$ cat src/rtl/ov7670_line_capture_if.sv
// Signal bundle of the OV7670 line capture stage: camera byte stream in, frame-RAM write port
// and Ethernet-sender handshake out.
interface ov7670_line_capture_if;
  logic        vsync;
  logic        href;
  logic [7:0]  cam_d;
  logic        tx_busy;
  logic        wr_en;
  logic [10:0] addr;
  logic [7:0]  din;
  logic        start;
  logic [9:0]  line_num;
  logic [7:0]  drop_cnt;

  modport master (
    input  vsync, href, cam_d, tx_busy,
    output wr_en, addr, din, start, line_num, drop_cnt
  );

  modport slave (
    output vsync, href, cam_d, tx_busy,
    input  wr_en, addr, din, start, line_num, drop_cnt
  );
endinterface

$ cat src/rtl/ov7670_line_capture.sv
// Captures one OV7670 video line into the Ethernet frame RAM behind a 4-byte line header and
// pulses start; lines arriving while the sender is busy are dropped and counted.
module ov7670_line_capture #(
  parameter int LINE_BYTES = 1280,
  parameter int HDR_BYTES  = 4
) (
  input  logic                  clk,
  input  logic                  rst_n,
  ov7670_line_capture_if.master bus
);
  localparam logic [10:0] LINE_LEN = 11'(LINE_BYTES);
  localparam logic [10:0] HDR_LEN  = 11'(HDR_BYTES);

  typedef enum logic [2:0] {
    WAIT_FRAME,
    WAIT_LINE,
    CAPTURE,
    HEADER,
    DONE,
    SKIP
  } state_t;

  state_t      state;
  logic        vsync_s1;
  logic        vsync_prev;
  logic        href_s1;
  logic [7:0]  d_s1;
  logic [10:0] idx;
  logic [9:0]  line_cnt;
  logic [7:0]  frame_cnt;
  logic        long_flag;
  logic [1:0]  hdr_idx;
  logic        wr_en_reg;
  logic [10:0] addr_reg;
  logic [7:0]  din_reg;
  logic        start_reg;
  logic [9:0]  line_num_reg;
  logic [7:0]  drop_cnt_reg;

  logic        short_flag;
  logic [7:0]  hdr_byte0;
  logic [7:0]  hdr_byte;

  // idx is frozen from the end of CAPTURE through HEADER, so the short flag can stay combinational.
  assign short_flag = (idx < LINE_LEN);
  assign hdr_byte0  = {4'b0000, short_flag, long_flag, line_cnt[9:8]};

  always_comb begin
    hdr_byte = hdr_byte0;
    case (hdr_idx)
      2'd1:    hdr_byte = line_cnt[7:0];
      2'd2:    hdr_byte = frame_cnt;
      2'd3:    hdr_byte = idx[7:0];
      default: hdr_byte = hdr_byte0;
    endcase
  end

  always_ff @(posedge clk or negedge rst_n) begin
    if (!rst_n) begin
      state        <= WAIT_FRAME;
      vsync_s1     <= 1'b0;
      vsync_prev   <= 1'b0;
      href_s1      <= 1'b0;
      d_s1         <= 8'd0;
      idx          <= 11'd0;
      line_cnt     <= 10'd0;
      frame_cnt    <= 8'd0;
      long_flag    <= 1'b0;
      hdr_idx      <= 2'd0;
      wr_en_reg    <= 1'b0;
      addr_reg     <= 11'd0;
      din_reg      <= 8'd0;
      start_reg    <= 1'b0;
      line_num_reg <= 10'd0;
      drop_cnt_reg <= 8'd0;
    end else begin
      vsync_s1   <= bus.vsync;
      vsync_prev <= vsync_s1;
      href_s1    <= bus.href;
      d_s1       <= bus.cam_d;
      wr_en_reg  <= 1'b0;
      start_reg  <= 1'b0;

      case (state)
        WAIT_FRAME: begin
          if (vsync_prev && !vsync_s1) begin
            line_cnt  <= 10'd0;
            frame_cnt <= frame_cnt + 8'd1;
            state     <= WAIT_LINE;
          end
        end

        // Level-triggered on href so a line that began during DONE is still caught, minus its head.
        WAIT_LINE: begin
          if (vsync_s1) begin
            state <= WAIT_FRAME;
          end else if (href_s1) begin
            if (!bus.tx_busy) begin
              wr_en_reg <= 1'b1;
              addr_reg  <= HDR_LEN;
              din_reg   <= d_s1;
              idx       <= 11'd1;
              long_flag <= 1'b0;
              state     <= CAPTURE;
            end else begin
              if (drop_cnt_reg != 8'hFF) begin
                drop_cnt_reg <= drop_cnt_reg + 8'd1;
              end
              line_cnt <= line_cnt + 10'd1;
              state    <= SKIP;
            end
          end
        end

        CAPTURE: begin
          if (vsync_s1) begin
            state <= WAIT_FRAME;
          end else if (href_s1) begin
            if (idx < LINE_LEN) begin
              wr_en_reg <= 1'b1;
              addr_reg  <= HDR_LEN + idx;
              din_reg   <= d_s1;
              idx       <= idx + 11'd1;
            end else begin
              long_flag <= 1'b1;
            end
          end else begin
            // Header byte 0 goes out on the very cycle the line end is seen.
            wr_en_reg <= 1'b1;
            addr_reg  <= 11'd0;
            din_reg   <= hdr_byte0;
            hdr_idx   <= 2'd1;
            state     <= HEADER;
          end
        end

        HEADER: begin
          if (vsync_s1) begin
            state <= WAIT_FRAME;
          end else begin
            wr_en_reg <= 1'b1;
            addr_reg  <= {9'd0, hdr_idx};
            din_reg   <= hdr_byte;
            hdr_idx   <= hdr_idx + 2'd1;
            if (hdr_idx == 2'd3) begin
              state <= DONE;
            end
          end
        end

        DONE: begin
          start_reg    <= 1'b1;
          line_num_reg <= line_cnt;
          line_cnt     <= line_cnt + 10'd1;
          state        <= WAIT_LINE;
        end

        SKIP: begin
          if (vsync_s1) begin
            state <= WAIT_FRAME;
          end else if (!href_s1) begin
            state <= WAIT_LINE;
          end
        end

        default: state <= WAIT_FRAME;
      endcase
    end
  end

  assign bus.wr_en    = wr_en_reg;
  assign bus.addr     = addr_reg;
  assign bus.din      = din_reg;
  assign bus.start    = start_reg;
  assign bus.line_num = line_num_reg;
  assign bus.drop_cnt = drop_cnt_reg;
endmodule

$ cat src/flat_wrapper.sv
// flat-port wrapper written by rule: the top's interface ports become plain ports
module ov7670_line_capture_flat 
#(
  parameter int LINE_BYTES = 1280,
  parameter int HDR_BYTES  = 4
)
  (clk, rst_n, bus_vsync, bus_href, bus_cam_d, bus_tx_busy, bus_wr_en, bus_addr, bus_din, bus_start, bus_line_num, bus_drop_cnt);
  ov7670_line_capture_if bus_i ();
  input  logic clk;
  input  logic rst_n;
  input wire logic [$bits(bus_i.vsync)-1:0] bus_vsync;
  input wire logic [$bits(bus_i.href)-1:0] bus_href;
  input wire logic [$bits(bus_i.cam_d)-1:0] bus_cam_d;
  input wire logic [$bits(bus_i.tx_busy)-1:0] bus_tx_busy;
  output wire logic [$bits(bus_i.wr_en)-1:0] bus_wr_en;
  output wire logic [$bits(bus_i.addr)-1:0] bus_addr;
  output wire logic [$bits(bus_i.din)-1:0] bus_din;
  output wire logic [$bits(bus_i.start)-1:0] bus_start;
  output wire logic [$bits(bus_i.line_num)-1:0] bus_line_num;
  output wire logic [$bits(bus_i.drop_cnt)-1:0] bus_drop_cnt;
  assign bus_i.vsync = bus_vsync;
  assign bus_i.href = bus_href;
  assign bus_i.cam_d = bus_cam_d;
  assign bus_i.tx_busy = bus_tx_busy;
  assign bus_wr_en = bus_i.wr_en;
  assign bus_addr = bus_i.addr;
  assign bus_din = bus_i.din;
  assign bus_start = bus_i.start;
  assign bus_line_num = bus_i.line_num;
  assign bus_drop_cnt = bus_i.drop_cnt;
  ov7670_line_capture #(.LINE_BYTES(LINE_BYTES), .HDR_BYTES(HDR_BYTES)) u_core (.clk(clk), .rst_n(rst_n), .bus(bus_i));
endmodule
$ cat config.mk
export PLATFORM = sky130hd
export DESIGN_NAME = ov7670_line_capture_flat
export DESIGN_NICKNAME = d
export VERILOG_FILES = /design/src/rtl/ov7670_line_capture_if.sv /design/src/rtl/ov7670_line_capture.sv /design/src/flat_wrapper.sv
export SDC_FILE = /design/constraint.sdc
export NUM_CORES = 1
export LEC_CHECK = 0
export CORE_AREA = 2 2 149 122
export DETAILED_ROUTE_END_ITERATION = 8
export DIE_AREA = 0 0 151 124
export REMOVE_ABC_BUFFERS = 1
export SLEW_MARGIN = 20
export SYNTH_ARGS = -nofsm -noshare
export SYNTH_HDL_FRONTEND = slang
export SYNTH_SLANG_ARGS = --single-unit
$ cat constraint.sdc
create_clock -name clk -period 4.5 [get_ports clk]
set_clock_uncertainty 0.1 [all_clocks]
set_input_delay 0.9 -clock clk [delete_from_list [all_inputs] [get_ports clk]]
set_output_delay 0.9 -clock clk [all_outputs]
set_load 0.02 [all_outputs]
### Yosys cells after proc, flatten, opt, wreduce, memory -nomap -nowiden

Cells that the tools add are included.

| storage, ports and cells | value |
|---|---|
| bits in registers | 85 |
| bits in latches | 0 |
| RAM bits | 0 |
| bits in read-only memories | 0 |
| input bits | 13 |
| output and inout bits | 39 |
| word-level logic and storage cells | 124 |
| memories | 0 |

| cells by class | value |
|---|---|
| add/subtract/negate cells | 6 |
| $mul | 0 |
| div/mod/pow operators | 0 |
| $lt $le $gt $ge | 1 |
| eq/ne operators | 25 |
| shift-type cells | 0 |
| multiplexer cells | 60 |
| bitwise gates (word level) | 1 |
| reductions and logical operators | 15 |

Operators by type and width:

| operator | number |
|---|---|
| $mux 11 | 13 |
| $mux 8 | 7 |
| $pmux 8 s3 | 2 |
| $mux 10 | 4 |
| $pmux 11 s3 | 1 |
| $mux 3 | 10 |
| $pmux 10 s3 | 1 |
| $pmux 11 s2 | 1 |
| $reduce_and 7->1 | 3 |
| $pmux 3 s6 | 1 |
| $add 8x1->8 const B | 2 |
| $reduce_and 5->1 | 3 |
| $mux 1 | 14 |
| $ne 2x2->1 const B | 7 |
| $add 11x1->11 const B | 1 |
| $add 3x11->11 const A | 1 |
| $lt 11x11->1 const B | 1 |
| $add 10x1->10 const B | 1 |
| $ne 2x1->1 const B | 4 |
| $ne 8x8->1 const B | 1 |
| $eq 3x2->1 const B | 2 |
| $eq 3x3->1 const B | 2 |
| $mux 2 | 3 |
| $ne 3x1->1 const B | 2 |
| 17 further kinds | 21 |

### Longest topological paths before layout

Gate-level depths: netlist (run 1).

| logic depth | value |
|---|---|
| depth after elaboration | 5 |
| mapped depth | 6 |
| depth with buffers taken out | 6 |

### Worst setup path after synthesis (run 1)

OpenSTA, ideal clock, no wires.

| timing path | value |
|---|---|
| kind | input to register |
| start point | input port bus_tx_busy |
| end point | register u_core.idx[7] |
| library setup time | 0.078 ns |
| arrival | 1.853 ns |
| required time | 4.322 ns |
| slack | 2.470 ns |
| stages | 5 |
| path buffers | 1 |
| cells stage by stage | nor3b_2 a31oi_2 buf_2 or3_1 a21oi_1 |

| on the way | value |
|---|---|
| cells in the longest elaborated chain, start to end | 2 |

Ends and longest elaborated chain:

| item | line | text |
|---|---|---|
| from (decl) | flat_wrapper.sv:14 | `input wire logic [$bits(bus_i.tx_busy)-1:0] bus_tx_busy;` |
| $ne 2x2->1 (no source line) | - |  |
| $reduce_and 7->1 (no source line) | - |  |
| to (signal assigned) | ov7670_line_capture.sv:123 | `idx <= idx + 11'd1;` |
| to (decl) | ov7670_line_capture.sv:28 | `logic [10:0] idx;` |

No other way between the ends.
A chain may end at the register's enable or synchronous reset.

### Final worst setup path (run 1)

| timing path | value |
|---|---|
| start point | register u_core.state[1] |
| end point | register u_core.din_reg[0], in the netlist u_core.bus.din[0] |

| on the way | value |
|---|---|
| cells in the longest elaborated chain, start to end | 3 |
| elaborated cells on any way between the ends | 12 |
| those cells by class | eq/ne: 9; mux: 1; reduce/logical: 2 |

Ends and longest elaborated chain:

| item | line | text |
|---|---|---|
| from (decl) | ov7670_line_capture.sv:23 | `state_t state;` |
| from (signal assigned) | ov7670_line_capture.sv:60 | `state <= WAIT_FRAME;` |
| from (signal assigned) | ov7670_line_capture.sv:89 | `state <= WAIT_LINE;` |
| from (signal assigned) | ov7670_line_capture.sv:96 | `state <= WAIT_FRAME;` |
| $eq 3x2->1 / $eq 3x1->1 (equally long branches) | ov7670_line_capture.sv:84 | `case (state)` |
| $ne 3x3->1 (no source line), or another cell as far along | - |  |
| $reduce_and 7->1 (no source line) | - |  |
| to (signal assigned) | ov7670_line_capture.sv:101 | `din_reg <= d_s1;` |
| to (signal assigned) | ov7670_line_capture.sv:122 | `din_reg <= d_s1;` |
| to (signal assigned) | ov7670_line_capture.sv:131 | `din_reg <= hdr_byte0;` |
| to (decl) | ov7670_line_capture.sv:35 | `logic [7:0] din_reg;` |

Parallel ways exist; a longest one is shown, timed or not.

==> metrics.cfg, run 1 <==
[outcome]
status = complete, no violations

[floorplan]
core_area_mm2 = 0.0171
die_y_um = 124
start_util_pct = 24.9
rows = 43
pin_count = 52
die_w_um = 151
dieArea_mm2 = 0.0187

[critical_path]
max_stage_delay_ns = 1.02
path_buf_inv = 1
critPathLaunchType = flop
criticalPathCategory = reg -> reg
cp-end-kind = flop
cp.required_ns = 4.64
path_delay_family = flip-flops
crit_slowest_cell = dfrtp_1
path_cells = nor3b_2 -> o21ai_1 -> a21o_1 -> inv_2 -> mux2_2
crit_arrival_ns = 2.83
crit_fanout = 33

[sta]
worstMarginPinSlew_ns = 1.02
layout_min_cycle_time_ns = 2.69
setup_viol = 0
slew_headroom_pct = 31.8
setup_slack_ns = 1.81
finalHoldViolCount = 0
finalCritPeriodShare_pct = 59.8
fmax_ghz = 0.372
slew_viol_final = 0
rsz0062_at_grt = no
tns_ns = 0

[yosys]
synth_common_cells = 85 x dfrtp_1, 23 x nand2_1, 21 x mux2_2
synth_cell_type_count = 65
postSynthAreaPerCell_um2 = 11.2
synth_edf_count = 0
netlist_top_cells_area = dfrtp_1 50%, mux2_2 5.6%, ha_1 2.9%
dominantRegCellSynth = dfrtp_1
synth-seq-cells = 85
synthesis.area_mm2 = 0.00426
netlist_instances = 380
ys_seq_area_share_pct = 50.0
yosysMostFrequentCell = dfrtp_1
yosysTopAreaCell = dfrtp_1
yosysTopAreaCellShare_pct = 50.0
async_reset_ff_share_pct = 100
ys_warn_count = 0

[pwr]
p_per_area_mw_per_mm2 = 538
p_leak_nw = 2.17
ir_drop_mv = 0.197

[layout]
regArea_mm2 = 0.00213
syn_to_final_growth_pct = 23.7
final_nets = 441
n_antenna_cell = 0
nFillCells = 1763
multi_input_area_mm2 = 0.00199
drive_gt1_share_pct = 12.8

[placed_design]
place_congestion = 0.833
pre_cts_ws_ns = 1.57
hpwlAfterDp_mm = 7.36
numPortBuffers = 51

[clock_tree]
clockBufferDepth = 2
numClockSinks = 85
clock_latency_ns = 0.35
cts-root-buf = clkbuf_16
numCtsBuffers = 9
clkTransAtPathRegs_ns = 0.07
ctsResizeCount = 0
htreeDepth = 3
cts_tree = yes
post_cts_buffers = 0
cts_hold_buf = 0

[detailed_routing]
ant_nets = 0
vias_per_cell = 5.00
drtIter0Drc = 324
drc = 0
via_count = 3235
wl_per_cell_um = 16.5
dr.pass1.iters = 6
drt_wl_total_mm = 10.7

[flow_run]
maxCapViolCount = 0

[grt]
grt_pass1_wl_mm = 17.1
grt.overflow.total = 0
grt_pass1_vias = 3166
grt_usage_pct = 11.8
antenna_found_initial = 0
grt_start_max_net_pins = 86

[min_path]
worstHoldPathType = reg -> reg

-- layout by cell type, fill, tap and decap left out, drive strengths merged, types with 3 or more instances in the layout --
cell / n
inv: 8
a22o: 8
or4: 4
nand2: 24
a211oi: 3
nor3b: 6
mux2: 22
o221ai: 4
a21oi: 13
nor2b: 6
o31ai: 10
o21ai: 23
dfrtp: 85
o2bb2ai: 4
clkdlybuf4s50: 50
nand2b: 6
nand3: 12
nand4: 9
or3: 5
nor2: 9
ha: 10
a311oi: 3
xnor2: 13
a31oi: 3
and3: 10
a222oi: 8
clkbuf: 11
xor2: 10
nor3: 6
or2: 3
-- worst register-to-register path, delay by kind of cell (launching register included) --
family	cells	cell delay (ns)
AO/OA/AOI/OAI	2	0.44
buffers and inverters	1	0.25
flip-flops	1	1.02
multiplexers	1	0.36
AND/OR/NAND/NOR	1	0.41
-- report_power, final --
group	internal, W	switching (W)	total, W
logic	0.000405	0.000466	0.000871
clock network	0.000518	0.000319	0.000837
registers	0.000914	0.000210	0.00112
total	0.00184	0.000996	0.00283
-- through the flow --
stage	cells	hold slack, ns	instance area (um^2)	utilization (%)	total power (W)
final	647	0.385	5270	30.8	0.00283
after global routing	647	0.412	5270	30.8	0.00298
after CTS	647	0.385	5260	30.8	0.00286
after detailed placement	632	0.373	4930	28.8	0.00201
after global placement	632	0.368	4930	28.8	0.00197
after floorplan	355	0.345	4140	-	0.00163
-- cells by family (layout without fill, tap and decap cells) --
kind of cell	count (synthesis)	in the layout	synth area share, %
xor gates and xnor gates	23	23	4.73
AOI/OAI and AO/OA	96	96	16.8
DFF	85	85	50.0
muxes	23	23	6.06
buffers and inverters	31	73	3.38
and+or+nand+nor	112	112	16.1
adders and majority gates	10	10	2.94
-- routing by layer --
metal | part of all wire, % | GRT usage (%) | up-vias
li1 | - | - | 1509
met1 | 47 | 16.2 | 1620
met4 | 1.5 | 4.50 | 0
met2 | 46 | 17.9 | 90
met3 | 5.7 | 3.26 | 16
met5 | 0 | 0 | -
-- area by class of cell --
type | instances | area share, %
Clock buffer | 11 | 4.80
Clock inverter | 4 | 1.47
Inverter | 6 | 0.428
Multi-Input combinational cell | 264 | 37.7
Sequential cell | 85 | 40.4
Tap cell | 225 | 5.35
Timing Repair Buffer | 52 | 9.86
-- final timing paths --
path,startpoint,to,slack (ns),cells past startpoint
worst max-delay path,u_core.state[1]$_DFFE_PN0P_,u_core.bus.din[0]$_DFFE_PN0P_,1.81,5
worst min-delay path,u_core.frame_cnt[7]$_DFFE_PN0P_,u_core.frame_cnt[7]$_DFFE_PN0P_,0.38,1
worst max register to register,u_core.state[1]$_DFFE_PN0P_,u_core.bus.din[0]$_DFFE_PN0P_,1.81,5
worst min register to register,u_core.frame_cnt[7]$_DFFE_PN0P_,u_core.frame_cnt[7]$_DFFE_PN0P_,0.38,1
max in group asynchronous,rst_n,u_core.bus.drop_cnt[2]$_DFFE_PN0P_,3.27,1
min in group asynchronous,rst_n,u_core.idx[7]$_DFFE_PN0P_,0.52,1
(Power assumes the default switching activity.)
==> run 2, diff against run 1 <==
clock period = 2.4 ns   (was 4.5 ns; I/O delays follow)
==> metrics.cfg, run 2 (synthesis results as in run 1) <==
[critical_path]
criticalPathCategory = reg -> reg
cp-end-kind = flop
critPathLaunch = u_core.state[0]$_DFFE_PN0P_
cp.required_ns = 2.53  ; -2.11 ns
reg2reg_from = u_core.state[0]$_DFFE_PN0P_
critPathLaunchType = flop
crit_fanout = 18  ; -45%
crit_arrival_ns = 2.20  ; -0.63 ns

[clock_tree]
ctsResizeCount = 0  ; unchanged
htreeDepth = 3  ; unchanged
post_cts_buffers = 0  ; unchanged
clockBufferDepth = 2  ; unchanged
numClockSinks = 85  ; unchanged
numCtsBuffers = 9  ; unchanged
cts_hold_buf = 0  ; unchanged
cts_tree = yes
cts-root-buf = clkbuf_16
clkTransAtPathRegs_ns = 0.06  ; about the same
clock_latency_ns = 0.35  ; about the same

[placed_design]
place_congestion = 0.815  ; -2.2%
dpl-instance-area_mm2 = 0.00509  ; +3.1%
hpwlAfterDp_mm = 7.56  ; +2.6%
numPortBuffers = 51  ; unchanged

[sta]
setup_viol = 0  ; unchanged
fmax_ghz = 0.484  ; +30%
slew_headroom_pct = 60.4  ; +29 points
layout_min_cycle_time_ns = 2.07  ; -0.621 ns
finalCritPeriodShare_pct = 86.2  ; +26 points
worstMarginPinSlew_ns = 0.592  ; -0.430 ns
finalHoldViolCount = 0  ; unchanged
rsz0062_at_grt = no
slew_viol_final = 0  ; unchanged
tns_ns = 0  ; unchanged

[detailed_routing]
vias_per_cell = 4.88  ; -2.5%
dr.pass1.iters = 6  ; unchanged
ant_nets = 0  ; unchanged
drtIter0Drc = 342  ; +5.6%
wl_per_cell_um = 15.7  ; -4.6%
via_count = 3253  ; +0.56%
drc = 0  ; unchanged
drt_wl_total_mm = 10.5  ; -1.6%

[pwr]
p_sw_w = 0.00184  ; +85%
clock_power_share_pct = 26.7  ; -2.9 points
p_leak_nw = 2.24  ; +3.5%
ir_drop_mv = 0.407  ; +110%
intPower_w = 0.00340  ; +85%
combPwrFrac_pct = 34.0  ; +3.3 points
swShare_pct = 35.1  ; -0.092 points
pwr-share-seq_pct = 39.3  ; -0.4 points
p_per_area_mw_per_mm2 = 974  ; +81%

[layout]
multi_input_area_mm2 = 0.00199  ; unchanged
nFillCells = 1768  ; +0.28%
final_nets = 460  ; +4.3%
final_cell_area_mm2 = 0.00538  ; +2.2%
regArea_mm2 = 0.00213  ; unchanged
mostFrequentLayoutCells = 85 x dfrtp_1, 50 x clkdlybuf4s50_1, 23 x nand2_1, 21 x mux2_2, 20 x buf_4
syn_to_final_growth_pct = 26.4
drive_gt1_share_pct = 16.1  ; +3.3 points
n_antenna_cell = 0  ; unchanged
mostFrequentLayoutCell = dfrtp_1

[floorplan]
start_util_pct = 24.9  ; unchanged
pin_count = 52  ; unchanged
rows = 43  ; unchanged
die_y_um = 124  ; unchanged
core_area_mm2 = 0.0171  ; unchanged
dieArea_mm2 = 0.0187  ; unchanged
die_w_um = 151  ; unchanged

[grt]
grt_pass1_wl_mm = 17.3  ; +1.1%
antenna_found_initial = 0  ; unchanged
grt_usage_pct = 12.0  ; +0.17 points
grt_start_max_net_pins = 40  ; -53%
grt_pass1_vias = 3278  ; +3.5%
grt.overflow.total = 0  ; unchanged

[flow_run]
maxCapViolCount = 0  ; unchanged

[outcome]
status = complete, no violations

[min_path]
worstHoldPathType = in -> async

[run 2: power by group through the flow]
stage | sequential, W | clock, W | combinational, W
after CTS | 0.00206 | 0.00145 | 0.00179
after global routing | 0.00211 | 0.00150 | 0.00196
after floorplan | 0.00219 | 0 | 0.000867
after global placement | 0.00207 | 0 | 0.00175
final | 0.00206 | 0.00140 | 0.00178
after detailed placement | 0.00208 | 0 | 0.00178
[run 2: worst paths after layout]
check	end	slack (ns)	depth (start not counted)
min in group clk	u_core.frame_cnt[7]$_DFFE_PN0P_	0.38	1
max	u_core.frame_cnt[1]$_DFFE_PN0P_	0.33	3
max in group asynchronous	u_core.bus.din[7]$_DFFE_PN0P_	1.58	2
max reg2reg	u_core.frame_cnt[1]$_DFFE_PN0P_	0.33	3
min	u_core.idx[8]$_DFFE_PN0P_	0.02	1
min reg2reg	u_core.frame_cnt[7]$_DFFE_PN0P_	0.38	1
[run 2: final cells by class]
type / instances / area share, %
multi-input cells: 264 / 36.9
flip-flops and latches: 85 / 39.5
repair buffers: 71 / 12.5
well taps: 225 / 5.23
clock inverters: 3 / 0.814
clock buffers: 13 / 4.65
inverters: 6 / 0.419
[run 2: per-layer routing]
layer	vias to the layer above	global-route usage [%]	wire, um
li1	1546	-	-
met1	1611	16.1	4870
met2	88	18.1	4760
met4	0	3.15	102
met5	-	0	0
met3	8	4.73	750
[run 2: stage by stage]
stage                     utilization [%]  hold WS [ns]  setup slack, ns  power, W  cells
after floorplan                         -        0.0844          0.00678   0.00306    355
after global placement               29.7         0.364           0.0970   0.00382    651
after detailed placement             29.7         0.375           0.0731   0.00386    651
after CTS                            31.5        0.0368            0.343   0.00530    667
after global routing                 31.5        0.0525            0.128   0.00558    667
final                                31.5        0.0156            0.332   0.00524    667
[run 2: worst max-delay path: stages, from the launching register on]
cell and delay (ns):
dfrtp_1 0.58, or2_4 0.35, nor4b_4 0.55, mux2_1 0.38
==> run 3, diff against run 2 <==
CORE_AREA = 2 2 107 88   (was 2 2 149 122)
DIE_AREA = 0 0 109 90   (was 0 0 151 124)
PLACE_DENSITY = 0.74   (was default)
==> metrics.cfg, run 3 (synthesis results as in run 1) <==
[placed_design]
hpwlAfterDp_mm = 6.98  ; -7.7%
place_congestion = 0.849  ; +4.2%
placed_cells = 536  ; -18%
numPortBuffers = 51  ; unchanged

[critical_path]
criticalPathCategory = reg -> reg
critPathLaunch = u_core.state[0]$_DFFE_PN0P_
crit_fanout = 18  ; unchanged
reg2reg_from = u_core.state[0]$_DFFE_PN0P_
crit_arrival_ns = 2.30  ; +0.10 ns
critPathLaunchType = flop
cp-end-kind = flop
cp.required_ns = 2.57  ; +0.04 ns

[floorplan]
start_util_pct = 48.3  ; +23 points
dieArea_mm2 = 0.00981  ; -48%
die_w_um = 109  ; -28%
die_y_um = 90  ; -27%
core_area_mm2 = 0.00880  ; -49%
pin_count = 52  ; unchanged
rows = 31  ; -28%

[clock_tree]
clock_latency_ns = 0.35  ; about the same
numCtsBuffers = 9  ; unchanged
clkTransAtPathRegs_ns = 0.08  ; +0.02 ns
ctsResizeCount = 0  ; unchanged
numClockSinks = 85  ; unchanged
cts_hold_buf = 1  ; +1
post_cts_buffers = 0  ; unchanged
htreeDepth = 3  ; unchanged
cts_tree = yes
cts-root-buf = clkbuf_8
clockBufferDepth = 2  ; unchanged

[sta]
fmax_ghz = 0.471  ; -2.7%
slew_headroom_pct = 60.0  ; -0.35 points
setup_viol = 0  ; unchanged
layout_min_cycle_time_ns = 2.12  ; +0.0563 ns
tns_ns = 0  ; unchanged
finalHoldViolCount = 0  ; unchanged
rsz0062_at_grt = no
finalCritPeriodShare_pct = 88.5  ; +2.3 points
slew_viol_final = 0  ; unchanged
worstMarginPinSlew_ns = 0.598  ; +0.00528 ns

[grt]
grt.overflow.total = 0  ; unchanged
antenna_found_initial = 0  ; unchanged
grt_pass1_wl_mm = 16.4  ; -5.3%
grt_usage_pct = 21.3  ; +9.3 points
grt_pass1_vias = 3166  ; -3.4%
grt_start_max_net_pins = 54  ; +35%

[pwr]
p_per_area_mw_per_mm2 = 929  ; -4.6%
ir_drop_mv = 0.560  ; +38%
p_leak_nw = 2.17  ; -3.4%

[flow_run]
maxCapViolCount = 0  ; unchanged

[detailed_routing]
ant_nets = 0  ; unchanged
wl_per_cell_um = 17.7  ; +12%
via_count = 3266  ; +0.40%
dr.pass1.iters = 8  ; +2
vias_per_cell = 5.91  ; +21%
drtIter0Drc = 288  ; -16%
drc = 0  ; unchanged
drt_wl_total_mm = 9.76  ; -6.9%

[min_path]
min_from = u_core.frame_cnt[7]$_DFFE_PN0P_
worstHoldPathType = reg -> reg

[layout]
syn_to_final_growth_pct = 20.0
n_antenna_cell = 0  ; unchanged
mostFrequentLayoutCell = dfrtp_1
layoutNonFillerInstCount = 553  ; -17%
final_nets = 456  ; -0.87%
drive_gt1_share_pct = 15.5  ; -0.54 points
mostFrequentLayoutCells = 85 x dfrtp_1, 50 x clkdlybuf4s50_1, 23 x nand2_1, 21 x mux2_2, 19 x o21ai_0

[outcome]
status = complete, no violations

[run 3: critical path, cell delays in order, from the launching register on]
cell	delay, ns
dfrtp_1	0.71
nor3b_2	0.34
a31oi_2	0.16
or4_1	0.57
a21oi_1	0.16
[run 3: through the flow]
step,worst slack (ns),util (%),hold WS [ns],cell area [um^2],power [W]
finish,0.276,58.0,0.384,5110,0.00475
global route,0.119,58.0,0.402,5110,0.00505
CTS,0.290,58.0,0.380,5110,0.00476
detailed placement,0.0984,55.8,0.350,4920,0.00382
global placement,0.171,55.8,0.344,4920,0.00376
floorplan,0.00678,-,0.0844,4140,0.00306
[run 3: report_power, final]
part / switching, W / internal, W / total (W)
combinational: 0.000910 / 0.000832 / 0.00174
sequential: 0.000359 / 0.00171 / 0.00207
clock: 0.000500 / 0.000432 / 0.000932
[run 3: area by class of cell]
class,count,area (um^2)
Sequential cell,85,2130
Inverter,6,22.5
Clock buffer,13,159
Clock inverter,3,20.0
Timing Repair Buffer,67,643
Fill cell,749,3700
Tap cell,115,144
Multi-Input combinational cell,264,1990
[run 3: layer usage]
metal  routed length (um)  vias up  part of all wire [%]  GRT usage [%]
met5                    0        -                     0              0
met3                  551        7                   5.6           5.08
met2                 4440       99                    46           31.4
met4                   65        0                  0.67           3.85
met1                 4700     1627                    48           32.3
li1                     -     1533                     -              -
[run 3: worst paths after layout]
path	end	cells past startpoint	slack (ns)
setup / recovery	u_core.idx[8]$_DFFE_PN0P_	4	0.28
hold / removal	u_core.frame_cnt[7]$_DFFE_PN0P_	1	0.38
setup reg to reg	u_core.idx[8]$_DFFE_PN0P_	4	0.28
hold reg to reg	u_core.frame_cnt[7]$_DFFE_PN0P_	1	0.38
max in group asynchronous	u_core.state[1]$_DFFE_PN0P_	3	1.08
min in group asynchronous	u_core.bus.addr[2]$_DFFE_PN0P_	2	0.50
